--- src/rtl/cpu_press_ctrl.sv ---
// Computer-player press sequencer: evaluates SW + Q >= 512 once per PERIOD-cycle
// interval, emits a one-cycle press on a hit, then holds off for COOL_CYCLES.
module cpu_press_ctrl #(
  parameter int PERIOD      = 16,
  parameter int COOL_CYCLES = 32
) (
  input  logic       clk,
  input  logic       reset,
  input  logic       enable,
  input  logic [8:0] Q,
  input  logic [8:0] SW,
  input  logic       clear,
  output logic       press,
  output logic       busy,
  output logic [7:0] press_count
);

  localparam int MAXC = (PERIOD > COOL_CYCLES) ? PERIOD : COOL_CYCLES;
  localparam int CW   = $clog2(MAXC + 1);
  localparam logic [CW-1:0] P_LAST = CW'(PERIOD - 1);
  localparam logic [CW-1:0] C_LAST = CW'(COOL_CYCLES - 1);

  typedef enum logic [2:0] {
    IDLE  = 3'd0,
    WAIT  = 3'd1,
    EVAL  = 3'd2,
    PRESS = 3'd3,
    COOL  = 3'd4
  } state_t;

  state_t          state_q, state_d;
  logic [CW-1:0]   cnt_q, cnt_d;
  logic [7:0]      count_q, count_d;
  logic            press_q, busy_q;
  logic            hit;

  // Zero-extended 10-bit sum: its carry-out is the hit, so SW = 0 can never hit.
  assign hit = ({1'b0, SW} + {1'b0, Q}) >= 10'd512;

  // One counter serves both the interval (WAIT) and cooldown (COOL) phases.
  always_comb begin
    state_d = state_q;
    cnt_d   = cnt_q;
    if (!enable) begin
      state_d = IDLE;
      cnt_d   = '0;
    end else begin
      unique case (state_q)
        IDLE: begin
          state_d = WAIT;
          cnt_d   = '0;
        end
        WAIT: begin
          if (cnt_q == P_LAST) begin
            state_d = EVAL;
            cnt_d   = '0;
          end else begin
            cnt_d = cnt_q + 1'b1;
          end
        end
        EVAL: begin
          state_d = hit ? PRESS : WAIT;
          cnt_d   = '0;
        end
        PRESS: begin
          state_d = COOL;
          cnt_d   = '0;
        end
        COOL: begin
          if (cnt_q == C_LAST) begin
            state_d = WAIT;
            cnt_d   = '0;
          end else begin
            cnt_d = cnt_q + 1'b1;
          end
        end
        default: begin
          state_d = IDLE;
          cnt_d   = '0;
        end
      endcase
    end
  end

  // Count is bumped on the edge entering PRESS; clear takes priority.
  always_comb begin
    count_d = count_q;
    if (clear) begin
      count_d = '0;
    end else if (state_q == EVAL && state_d == PRESS && count_q != 8'hFF) begin
      count_d = count_q + 8'd1;
    end
  end

  always_ff @(posedge clk) begin
    if (reset) begin
      state_q <= IDLE;
      cnt_q   <= '0;
      count_q <= '0;
      press_q <= 1'b0;
      busy_q  <= 1'b0;
    end else begin
      state_q <= state_d;
      cnt_q   <= cnt_d;
      count_q <= count_d;
      press_q <= (state_d == PRESS);
      busy_q  <= (state_d == PRESS) || (state_d == COOL);
    end
  end

  assign press       = press_q;
  assign busy        = busy_q;
  assign press_count = count_q;

endmodule

--- config.mk ---
export PLATFORM = sky130hd
export DESIGN_NAME = cpu_press_ctrl
export DESIGN_NICKNAME = d
export VERILOG_FILES = /design/src/rtl/cpu_press_ctrl.sv
export SDC_FILE = /design/constraint.sdc
export NUM_CORES = 1
export LEC_CHECK = 0
export CORE_UTILIZATION = 45
export DETAILED_ROUTE_END_ITERATION = 10
export PLACE_DENSITY = 0.76
export SETUP_SLACK_MARGIN = 0.5
export SLEW_MARGIN = 20
export SYNTH_ARGS = -nofsm -noshare
export SYNTH_HDL_FRONTEND = slang
export SYNTH_SLANG_ARGS = --single-unit
--- constraint.sdc ---
create_clock -name clk -period 2 [get_ports clk]
set_input_delay 0.2 -clock clk [delete_from_list [all_inputs] [get_ports clk]]
set_output_delay 0.2 -clock clk [all_outputs]
set_load 0.1 [all_outputs]
== Yosys cells after proc, flatten, opt, wreduce, memory -nomap -nowiden ==
Index checks and enable logic that the tools add are counted.

* Input bits: 22
* Word-level logic and storage cells: 33
* Flip-flop bits (word level): 19
* Output and inout bits: 10

* $add $sub $neg: 3
* Mux-type cells: 8
* Eq/ne operators: 9
* Bitwise logic cells: 1
* $lt $le $gt $ge: 1
* Reductions and logical operators: 6

{| class="wikitable"
|+ Operators by type and width
! cell !! count
|-
| $pmux 3 s5 || 1
|-
| $mux 6 || 2
|-
| $pmux 6 s2 || 1
|-
| $add 9x9->10 || 1
|-
| $ge 10x10->1 const B || 1
|-
| $eq 3x2->1 const B || 3
|-
| $mux 3 || 3
|-
| $add 8x1->8 const B || 1
|-
| $ne 8x8->1 const B || 1
|-
| $add 6x1->6 const B || 1
|-
| $eq 3x3->1 const B || 2
|-
| $eq 6x4->1 const B || 1
|-
| $eq 6x5->1 const B || 1
|-
| $reduce_or 2->1 || 2
|-
| $eq 3x1->1 const B || 1
|-
| $logic_not 3->1 || 1
|-
| $logic_and 1x1->1 || 2
|-
| $mux 2 || 1
|-
| $logic_or 1x1->1 || 1
|-
| $not 1->1 || 1
|}

== Longest topological paths before layout ==
Gate-level depths: netlist of run 1.

* Word-level depth: 8
* Mapped depth: 7

== Worst setup path before layout of run 1 ==
Ideal clock, no wire load.

* Path kind: reg2reg
* Start: register count_q[0] (netlist: press_count[0])
* End: register count_q[4] (netlist: press_count[4])
* Required time: 1,927 ps
* Slack: -197 ps
* Cell stages (with the launch flop): 7
* Arrival time: 2,124 ps
* Library setup time: 73 ps
* Path through: dfxtp_1 > ha_1 > nand3_1 > o2111ai_1 > a21oi_2 > nand4_1 > mux2i_1

* Longest elaborated chain between the ends: 2
* Elaborated cells between the ends (all ways): 3
* Classes of those cells: add/sub (1); eq/ne (1); reduce/logical (1)

{| class="wikitable"
|+ RTL lines
! what !! RTL line !! text
|-
| start, declared || 33 || <nowiki>logic [7:0] count_q, count_d;</nowiki>
|-
| start signal, assigned || 105 || <nowiki>count_q <= count_d;</nowiki>
|-
| parallel branches: the longest is 2 deep, another holds $add 8x1->8 || n/a ||
|}

Parallel ways; which one is timed is not known.
A chain may end at the register's enable or synchronous reset.

== Worst setup path after layout of run 1 ==
* Start: register cnt_q[0]
* End: register count_q[7] (netlist: press_count[7])

* Longest elaborated chain between the ends: 7
* Elaborated cells between the ends (all ways): 9
* Classes of those cells: eq/ne (3); mux (4); reduce/logical (2)

{| class="wikitable"
|+ RTL lines
! what !! RTL line !! text
|-
| start, declared || 32 || <nowiki>logic [CW-1:0] cnt_q, cnt_d;</nowiki>
|-
| start signal, assigned || 104 || <nowiki>cnt_q <= cnt_d;</nowiki>
|-
| $eq 6x5->1 or $eq 6x4->1 (tied branches) || 70, 54 ||
|-
| $mux 3 (on tied branches) || 70, 54 ||
|-
| $pmux 3 s5 * || 48 || <nowiki>unique case (state_q)</nowiki>
|-
| $mux 3 * || 44 || <nowiki>if (!enable) begin</nowiki>
|-
| $eq 3x2->1 * || 90 || <nowiki>end else if (state_q == EVAL && state_d == PRESS && count_q != 8'hFF) begin</nowiki>
|-
| $logic_and 1x1->1 * (2 in a row) || 90 ||
|}

Every way passes the cells marked *; elsewhere a longest branch is shown, timed or not.

==> impl_metrics.yaml, run 1 <==
route:
  drtAntennaViolNets: 0
  avgViaCountPerCell: 5.46
  first_iter_violations: 17
  post_drt_wl_per_cell_um: 13.7
  wirelength_um: 2710
  dr.pass1.iters: 4
  post-route-drc-count: 0
  vias: 1081
worst_setup_path:
  crit_required_ns: 2.23
  worstPathMaxFanout: 3
  worstSetupPathType: "flop to flop"
  crit_arrival_ns: 1.86
  max_stage_delay_ns: 0.37
  start_kind: "flop"
  cp_cell_sequence: "ha_4 > nand4b_1 > nor2_2 > a21oi_2 > a21o_1 > or3_1 > a21oi_1"
  cpMaxStageDelayCell: "dfxtp_2"
  end_kind: "flop"
timing:
  tightest_slew_ns: 0.426
  fmax_ghz: 0.616
  max_slew_margin_pct: 71.5
  drv_slew: 0
  fin_setup_tns_ns: 0
  finalClockSkew_ns: 0.00851
  finalSetupViolations: 0
  hold_violations: 0
  rsz0062_at_grt: "true"
  fin_crit_ns: 1.62
  finalCritPeriodShare_pct: 81.2
  holdWs_ns: 0.509
finish:
  area_growth_pct: 50.6
  fill_cells: 180
  final_area_um2: 1590
  drive_above_1_share_pct: 33.5
  utilization_pct: 72.1
  instances_no_fill: 198
  n_antenna_cell: 0
  nets: 204
global_route:
  grt_pass1_wl_um: 4520
  antenna_found_initial: 0
  grt_util_all_layers_pct: 23.2
  grt_pass1_vias: 1094
  grt_max_degree: 12
  overflow: 0
place:
  dp_cells: 184
  dpl.hpwl_um: 1860
  port_buffers: 31
  gp_congestion: 0.795
  placed_area_um2: 1450
power:
  p_comb_share_pct: 17.1
  p_per_area_nw_per_um2: 433
  total_leakage_power_nw: 0.657
  power.internal_mw: 0.512
  swShare_pct: 25.8
  peakVddDrop_mv: 0.402
  p_clk_share_pct: 28.6
  pwr-share-seq_pct: 54.3
  p_sw_mw: 0.178
synthesis:
  synth_top_area_share_pct: 35.9
  ys_ff_latch: 19
  synth_area_leaders: "dfxtp_1 36%, ha_1 13%, nor2_1 5.7%"
  synthCells: 125
  ys_types: 33
  ys_seq_area_share_pct: 35.9
  ys_warn_count: 0
  synth-async-reset-ratio_pct: 0
  netlist_area_um2: 1060
  synth-edff-count: 0
  ys.flop_type: "dfxtp_1"
  synth.net_count: 158
  syn_avg_cell_area_um2: 8.47
  synth_area_leader_cell: "dfxtp_1"
clock_network:
  htreeDepth: 1
  numCtsBuffers: 3
  cts_hold_buffers: 0
  cts_buffer_depth: 2
  clock_latency_ns: 0.30
  clockRootBuffer: "clkbuf_4"
  cts_tree: "yes"
  path_clk_slew_ns: 0.11
  clock_sinks: 19
floorplanning:
  rows: 17
  chipHeight_um: 50.5
  die_w_um: 50.5
  boundaryPins: 32
  start_util_pct: 47.9
  dieArea_um2: 2550
  core_area_um2: 2210
run:
  max_cap_violations: 0
run_status:
  outcome: "completed"
hold_path:
  hp-class: "flop to flop"
-- sequential cells by signal, summed over array words and instances, names as in the netlist --
name and flops:
busy 1, cnt_q 6, press 1, press_count 8, state_q 3
-- power by group through the flow --
stage,Combinational (mW),Sequential (mW),Clock (mW)
6_report,0.118,0.375,0.197
5_1_grt,0.132,0.375,0.223
3_3_place_gp,0.0978,0.384,0
2_1_floorplan,0.0425,0.383,0
3_5_place_dp,0.100,0.384,0
4_1_cts,0.108,0.375,0.204
-- metal layers --
metal | track usage, % | part of all wire, % | vias up
met4 | 6.48 | 0.41 | 0
met3 | 6.97 | 3.4 | 2
met1 | 24.5 | 41 | 513
li1 | - | - | 544
met2 | 43.8 | 55 | 22
met5 | 0 | 0 | -
-- cell type report --
| type | count | area, um2 | share of cell area [%] |
|---|---|---|---|
| clock buffer | 3 | 22.5 | 1.41 |
| clock inverter | 1 | 5.00 | 0.314 |
| inverter | 4 | 15.0 | 0.942 |
| multi-input combinational | 102 | 766 | 48.0 |
| sequential | 19 | 405 | 25.4 |
| tap | 28 | 35.0 | 2.20 |
| timing repair buffer | 41 | 345 | 21.7 |
-- path summary, 6_finish.rpt --
check / start / end / slack, ns / depth (start not counted)
max: cnt_q[0]$_SDFF_PP0_ / press_count[7]$_SDFFE_PP0P_ / 0.38 / 7
min: press_count[7]$_SDFFE_PP0P_ / press_count[7]$_SDFFE_PP0P_ / 0.51 / 2
max reg2reg: cnt_q[0]$_SDFF_PP0_ / press_count[7]$_SDFFE_PP0P_ / 0.38 / 7
min reg2reg: press_count[7]$_SDFFE_PP0P_ / press_count[7]$_SDFFE_PP0P_ / 0.51 / 2
-- cells in the mapped netlist (2+ instances only) --
cell,n
or3_1,4
xnor2_1,4
mux2i_1,3
a21oi_1,6
a2111oi_0,2
a21oi_2,2
dfxtp_1,19
o21ai_0,9
nor2b_1,2
nand4_1,5
nand2b_1,4
and3_1,2
inv_1,4
nand2_1,10
nand3_1,6
ha_1,11
nor2_1,16
-- stage by stage --
| stage | power [mW] | setup slack [ns] |
|---|---|---|
| final | 0.690 | 0.376 |
| after global routing | 0.730 | 0.299 |
| after CTS | 0.687 | 0.366 |
| after detailed placement | 0.484 | -0.142 |
| after global placement | 0.481 | -0.0919 |
| after floorplan | 0.426 | 0.450 |
-- what timing repair did --
item	4_1_cts	5_1_grt
pin swaps	19	10
endpoints found under the setup margin	11	15
cloned	1	0
gates resized for setup	18	12
setup buffers	8	1
-- cells in the final DEF (no fill, tap or decap), types with 2 or more instances in the layout --
| cell | synthesis | final |
|---|---|---|
| a21oi_1 | 6 | 3 |
| a21oi_2 | 2 | 5 |
| and3_1 | 2 | 2 |
| buf_4 | 0 | 20 |
| clkbuf_4 | 0 | 3 |
| clkdlybuf4s50_1 | 0 | 9 |
| dfxtp_1 | 19 | 9 |
| dfxtp_2 | 0 | 5 |
| dfxtp_4 | 0 | 5 |
| dlygate4sd2_1 | 0 | 12 |
| ha_1 | 11 | 9 |
| ha_4 | 0 | 2 |
| inv_1 | 4 | 4 |
| mux2i_1 | 3 | 3 |
| nand2_1 | 10 | 9 |
| nand2b_1 | 4 | 4 |
| nand3_1 | 6 | 4 |
| nand3_2 | 0 | 2 |
| nand4_1 | 5 | 5 |
| nor2_1 | 16 | 15 |
| nor2_2 | 1 | 2 |
| nor2b_1 | 2 | 2 |
| o21ai_0 | 9 | 5 |
| o21ai_2 | 0 | 2 |
| or3_1 | 4 | 4 |
| xnor2_1 | 4 | 4 |
-- critical path: cells and delay by family (launching register included) --
kind,cells,cell delay (ns)
simple gates,3,0.63
fa+ha+maj,1,0.13
compound gates,3,0.41
flops,1,0.37
-- cells by family (layout without fill, tap and decap cells) --
logic type / Yosys count / count (layout) / share of synthesized area [%]
flops: 19 / 19 / 35.9
compound gates: 28 / 29 / 16.9
fa+ha+maj: 11 / 11 / 13.0
buf+inv: 5 / 49 / 1.77
mux: 3 / 3 / 2.84
simple gates: 55 / 55 / 26.2
xor+xnor: 4 / 4 / 3.31
Note: power is estimated with default switching activity, not from simulation.
==> inputs of run 2 (changes only) <==
==> constraint.sdc (replaced) <==
create_clock -name clk -period 1.7 [get_ports clk]
set_input_delay 0.17 -clock clk [delete_from_list [all_inputs] [get_ports clk]]
set_output_delay 0.17 -clock clk [all_outputs]
set_load 0.1 [all_outputs]
==> impl_metrics.yaml, run 2 (same netlist as run 1, synthesis figures left out) <==
run_status:
  outcome: "completed"
timing:
  drv_slew: 0
  tightest_slew_ns: 0.349
  finalSetupViolations: 0
  worst_slack_ns: 0.0925
  finalCritPeriodShare_pct: 94.6
  fin_setup_tns_ns: 0
  fmax_ghz: 0.622
  max_slew_margin_pct: 76.1
  finalClockSkew_ns: 0.00773
  rsz0062_at_grt: "true"
  hold_violations: 0
  fin_crit_ns: 1.61
global_route:
  grt_pass1_vias: 1076
  antenna_found_initial: 0
  grt_util_all_layers_pct: 23.5
  grt_max_degree: 12
  grt_pass1_wl_um: 4510
  overflow: 0
run:
  max_cap_violations: 0
worst_setup_path:
  crit_family: "simple AND/OR/NAND/NOR gates"
  start_kind: "flop"
  cp_common_cell: "a21oi_2"
  worstPathBufferInverterCount: 0
  worstPathMaxFanout: 3
  end_kind: "flop"
  worstSetupPathType: "flop to flop"
  crit_required_ns: 1.94
  max_stage_delay_ns: 0.37
  cpMaxStageDelayCell: "dfxtp_2"
  cp_cell_sequence: "ha_4 > nand4b_1 > nor2_2 > a21oi_2 > a21o_1 > or3_1 > a21oi_2"
  crit_arrival_ns: 1.84
floorplanning:
  core_area_um2: 2210
  boundaryPins: 32
  die_w_um: 50.5
  dieArea_um2: 2550
  start_util_pct: 47.9
  rows: 17
  chipHeight_um: 50.5
clock_network:
  clock_sinks: 19
  cts_buffer_depth: 2
  cts_hold_buffers: 0
  path_clk_slew_ns: 0.11
  cts_tree: "yes"
  clockRootBuffer: "clkbuf_4"
  clock_latency_ns: 0.29
  numCtsBuffers: 3
  htreeDepth: 1
place:
  port_buffers: 31
  dpl.hpwl_um: 1950
  pre_cts_ws_ns: -0.382
  gp_congestion: 0.782
route:
  avgViaCountPerCell: 5.69
  wl_met1_um: 1130
  route.met3.wl_um: 127
  dr.pass1.iters: 4
  first_iter_violations: 15
  post-route-drc-count: 0
  highest_layer: "met4"
  vias: 1116
  post_drt_wl_per_cell_um: 14.3
  met2_length_um: 1510
  drtAntennaViolNets: 0
  wirelength_um: 2810
power:
  total_leakage_power_nw: 0.665
  peakVddDrop_mv: 0.580
  p_per_area_nw_per_um2: 490
hold_path:
  hp-class: "flop to flop"
finish:
  drive_above_1_share_pct: 46.4
  area_growth_pct: 63.1
  nets: 202
  n_antenna_cell: 0
  utilization_pct: 78.1
  layout_common_cells: "14 x nor2_1, 14 x buf_4, 9 x dfxtp_1, 8 x nand2_1, 7 x ha_4"
  largest_reg_flops: 8
[run 2: cell count changes in the layout (fill, tap and decap cells not counted), sizes merged]
cell / previous run / this run
buf: 20 / 26
clkbuf: 3 / 5
dlygate4sd2: 12 / 6
clkdlybuf4s50: 9 / 3
a21oi: 9 / 8
clkdlybuf4s15: 0 / 3
[run 2: routing by layer]
layer | vias up | GRT usage (%)
met3 | 7 | 3.64
met5 | - | 0
met2 | 33 | 43.8
met4 | 0 | 9.72
li1 | 545 | -
met1 | 531 | 26.0
[run 2: final timing paths]
kind                                       to  slack (ns)  cells past startpoint                 from
setup / recovery  press_count[7]$_SDFFE_PP0P_        0.09                      7  cnt_q[0]$_SDFF_PP0_
hold / removal            cnt_q[0]$_SDFF_PP0_        0.46                      1  cnt_q[0]$_SDFF_PP0_
setup reg to reg  press_count[7]$_SDFFE_PP0P_        0.09                      7  cnt_q[0]$_SDFF_PP0_
hold reg to reg           cnt_q[0]$_SDFF_PP0_        0.46                      1  cnt_q[0]$_SDFF_PP0_
[run 2: final cells by class]
type	count	area, um2
clock buffer	3	22.5
clock inverter	1	5.00
fill	145	485
inverter	4	15.0
multi-input combinational	101	895
sequential	19	405
tap	28	35.0
timing repair buffer	40	349
[run 2: per-stage QoR]
step	power, mW	cell area [um2]	hold slack [ns]	std cells
floorplan	0.503	1150	0.336	125
global placement	0.570	1520	0.424	187
detailed placement	0.576	1520	0.431	187
CTS	0.819	1630	0.446	193
global route	0.882	1730	0.482	196
finish	0.846	1730	0.456	196
[run 2: worst register-to-register path: stages, from the launching register on]
cell and delay (ns):
dfxtp_2 0.37, ha_4 0.14, nand4b_1 0.13, nor2_2 0.17
a21oi_2 0.10, a21o_1 0.19, or3_1 0.33, a21oi_2 0.12
[run 2: repair_timing]
| action | 4_1_cts | 5_1_grt |
|---|---|---|
| pin swaps | 16 | 23 |
| setup buffers | 2 | 3 |
| setup endpoints to repair | 19 | 20 |
| gates resized for setup | 60 | 23 |
[run 2: power breakdown]
part | leakage, nW | switching (mW) | total (mW) | internal, mW
sequential | 0.160 | 0.00249 | 0.441 | 0.439
combinational | 0.487 | 0.0848 | 0.177 | 0.0917
clock | 0.0177 | 0.141 | 0.228 | 0.0875
==> inputs of run 3 (changes only) <==
--- a/config.mk
+++ b/config.mk
@@ -5,9 +5,11 @@
 export SDC_FILE = /design/constraint.sdc
 export NUM_CORES = 1
 export LEC_CHECK = 0
+export CAP_MARGIN = 10
 export CORE_UTILIZATION = 45
 export DETAILED_ROUTE_END_ITERATION = 10
-export PLACE_DENSITY = 0.76
+export DONT_BUFFER_PORTS = 1
+export PLACE_DENSITY = 0.59
 export SETUP_SLACK_MARGIN = 0.5
 export SLEW_MARGIN = 20
 export SYNTH_ARGS = -nofsm -noshare
==> impl_metrics.yaml, run 3 (same netlist as run 1, synthesis figures left out) <==
floorplanning:
  dieArea_um2: 2550
  core_area_um2: 2210
  rows: 17
  boundaryPins: 32
  start_util_pct: 47.9
  die_w_um: 50.5
  chipHeight_um: 50.5
clock_network:
  clock_latency_ns: 0.30
  clock_sinks: 19
  cts_hold_buffers: 0
  path_clk_slew_ns: 0.12
  numCtsBuffers: 3
  clockRootBuffer: "clkbuf_4"
  cts_tree: "yes"
  cts_buffer_depth: 2
  htreeDepth: 1
route:
  post-route-drc-count: 0
  wirelength_um: 2430
  dr.pass1.iters: 4
  vias: 976
  first_iter_violations: 10
  drtAntennaViolNets: 0
  avgViaCountPerCell: 5.67
  post_drt_wl_per_cell_um: 14.1
timing:
  hold_violations: 0
  rsz0062_at_grt: "true"
  finalClockSkew_ns: 0.00149
  drv_slew: 0
  fin_setup_tns_ns: 0
  finalCritPeriodShare_pct: 91.5
  max_slew_margin_pct: 68.3
  fin_crit_ns: 1.55
  fmax_ghz: 0.643
  finalSetupViolations: 0
  tightest_slew_ns: 0.473
global_route:
  grt_util_all_layers_pct: 21.1
  grt_pass1_vias: 942
  antenna_found_initial: 0
  overflow: 0
  grt_max_degree: 12
  grt_pass1_wl_um: 4080
worst_setup_path:
  crit_arrival_ns: 1.75
  crit_family: "compound AO/OA/AOI/OAI gates"
  max_stage_delay_ns: 0.37
  cp_num_cells: 8
  worstPathMaxFanout: 3
  start_kind: "flop"
  worstRegToRegCells: 8
  worstPathBufferInverterCount: 1
  cp_cell_sequence: "ha_4 > nand4b_1 > nor2_2 > a21oi_2 > a21o_1 > buf_4 > o211ai_1 > o31ai_1"
  end_kind: "flop"
  cpMaxStageDelayCell: "dfxtp_2"
  worstSetupPathType: "flop to flop"
  crit_required_ns: 1.90
finish:
  drive_above_1_share_pct: 34.0
  largest_reg_flops: 8
  instances_no_fill: 172
  area_growth_pct: 29.4
  nets: 178
  layout_common_cells: "15 x nor2_1, 15 x buf_4, 10 x nand2_1, 9 x dfxtp_1, 7 x ha_1"
  n_antenna_cell: 0
place:
  dpl.hpwl_um: 1740
  gp_congestion: 0.844
  dp_cells: 163
  port_buffers: 0
hold_path:
  hp-class: "input pin to flop"
  hold_path_depth: 2
run:
  max_cap_violations: 0
power:
  total_leakage_power_nw: 0.539
  p_per_area_nw_per_um2: 552
  peakVddDrop_mv: 0.311
run_status:
  outcome: "completed"
-- run 3: cell count changes in the layout (fill, tap and decap cells not counted), moves of 4 or more --
cell	delta
a21oi_1	+6
dlygate4sd2_1	-6
buf_2	-5
a21oi_2	-4
buf_6	-4
ha_1	+4
-- run 3: timing repair --
| action | CTS | global route |
|---|---|---|
| cloned | 0 | 0 |
| buffers inserted | 4 | 1 |
| setup endpoints to repair | 17 | 19 |
| resized for setup | 5 | 5 |
| pin swaps | 7 | 4 |
-- run 3: report_power, final --
part           total, mW  internal [mW]  switching [mW]
logic             0.0727         0.0326          0.0401
clock network      0.241         0.0876           0.154
registers          0.441          0.439         0.00244
total              0.756          0.559           0.196
-- run 3: per-layer routing --
metal	up-vias	GRT usage [%]	wire length, um
met3	4	4.55	154
met5	-	0	0
met2	31	36.0	1170
met4	0	6.94	28
li1	490	-	-
met1	451	26.3	1080
-- run 3: area by class of cell --
type                            instances  area [um2]
Clock inverter                          1        5.00
Tap cell                               28        35.0
Fill cell                             204         842
Multi-Input combinational cell        101         763
Clock buffer                            3        22.5
Sequential cell                        19         405
Inverter                                4        15.0
Timing Repair Buffer                   16         124
-- run 3: path summary, 6_finish.rpt --
path	from	end	slack (ns)
min	clear	press_count[4]$_SDFFE_PP0P_	0.02
min reg2reg	cnt_q[0]$_SDFF_PP0_	cnt_q[0]$_SDFF_PP0_	0.54
max reg2reg	cnt_q[0]$_SDFF_PP0_	press_count[6]$_SDFFE_PP0P_	0.15
max	cnt_q[0]$_SDFF_PP0_	press_count[6]$_SDFFE_PP0P_	0.15
-- run 3: per-stage QoR --
| step | hold WS, ns | setup slack [ns] | util, % | cell area [um2] | total power [mW] |
|---|---|---|---|---|---|
| floorplan | 0.336 | 0.150 | - | 1150 | 0.503 |
| global placement | 0.341 | 0.0447 | 57.1 | 1260 | 0.514 |
| detailed placement | 0.353 | 0.0190 | 57.1 | 1260 | 0.518 |
| CTS | 0.0222 | 0.162 | 60.6 | 1340 | 0.755 |
| global route | 0.0243 | 0.0215 | 61.9 | 1370 | 0.783 |
| finish | 0.0246 | 0.145 | 61.9 | 1370 | 0.756 |
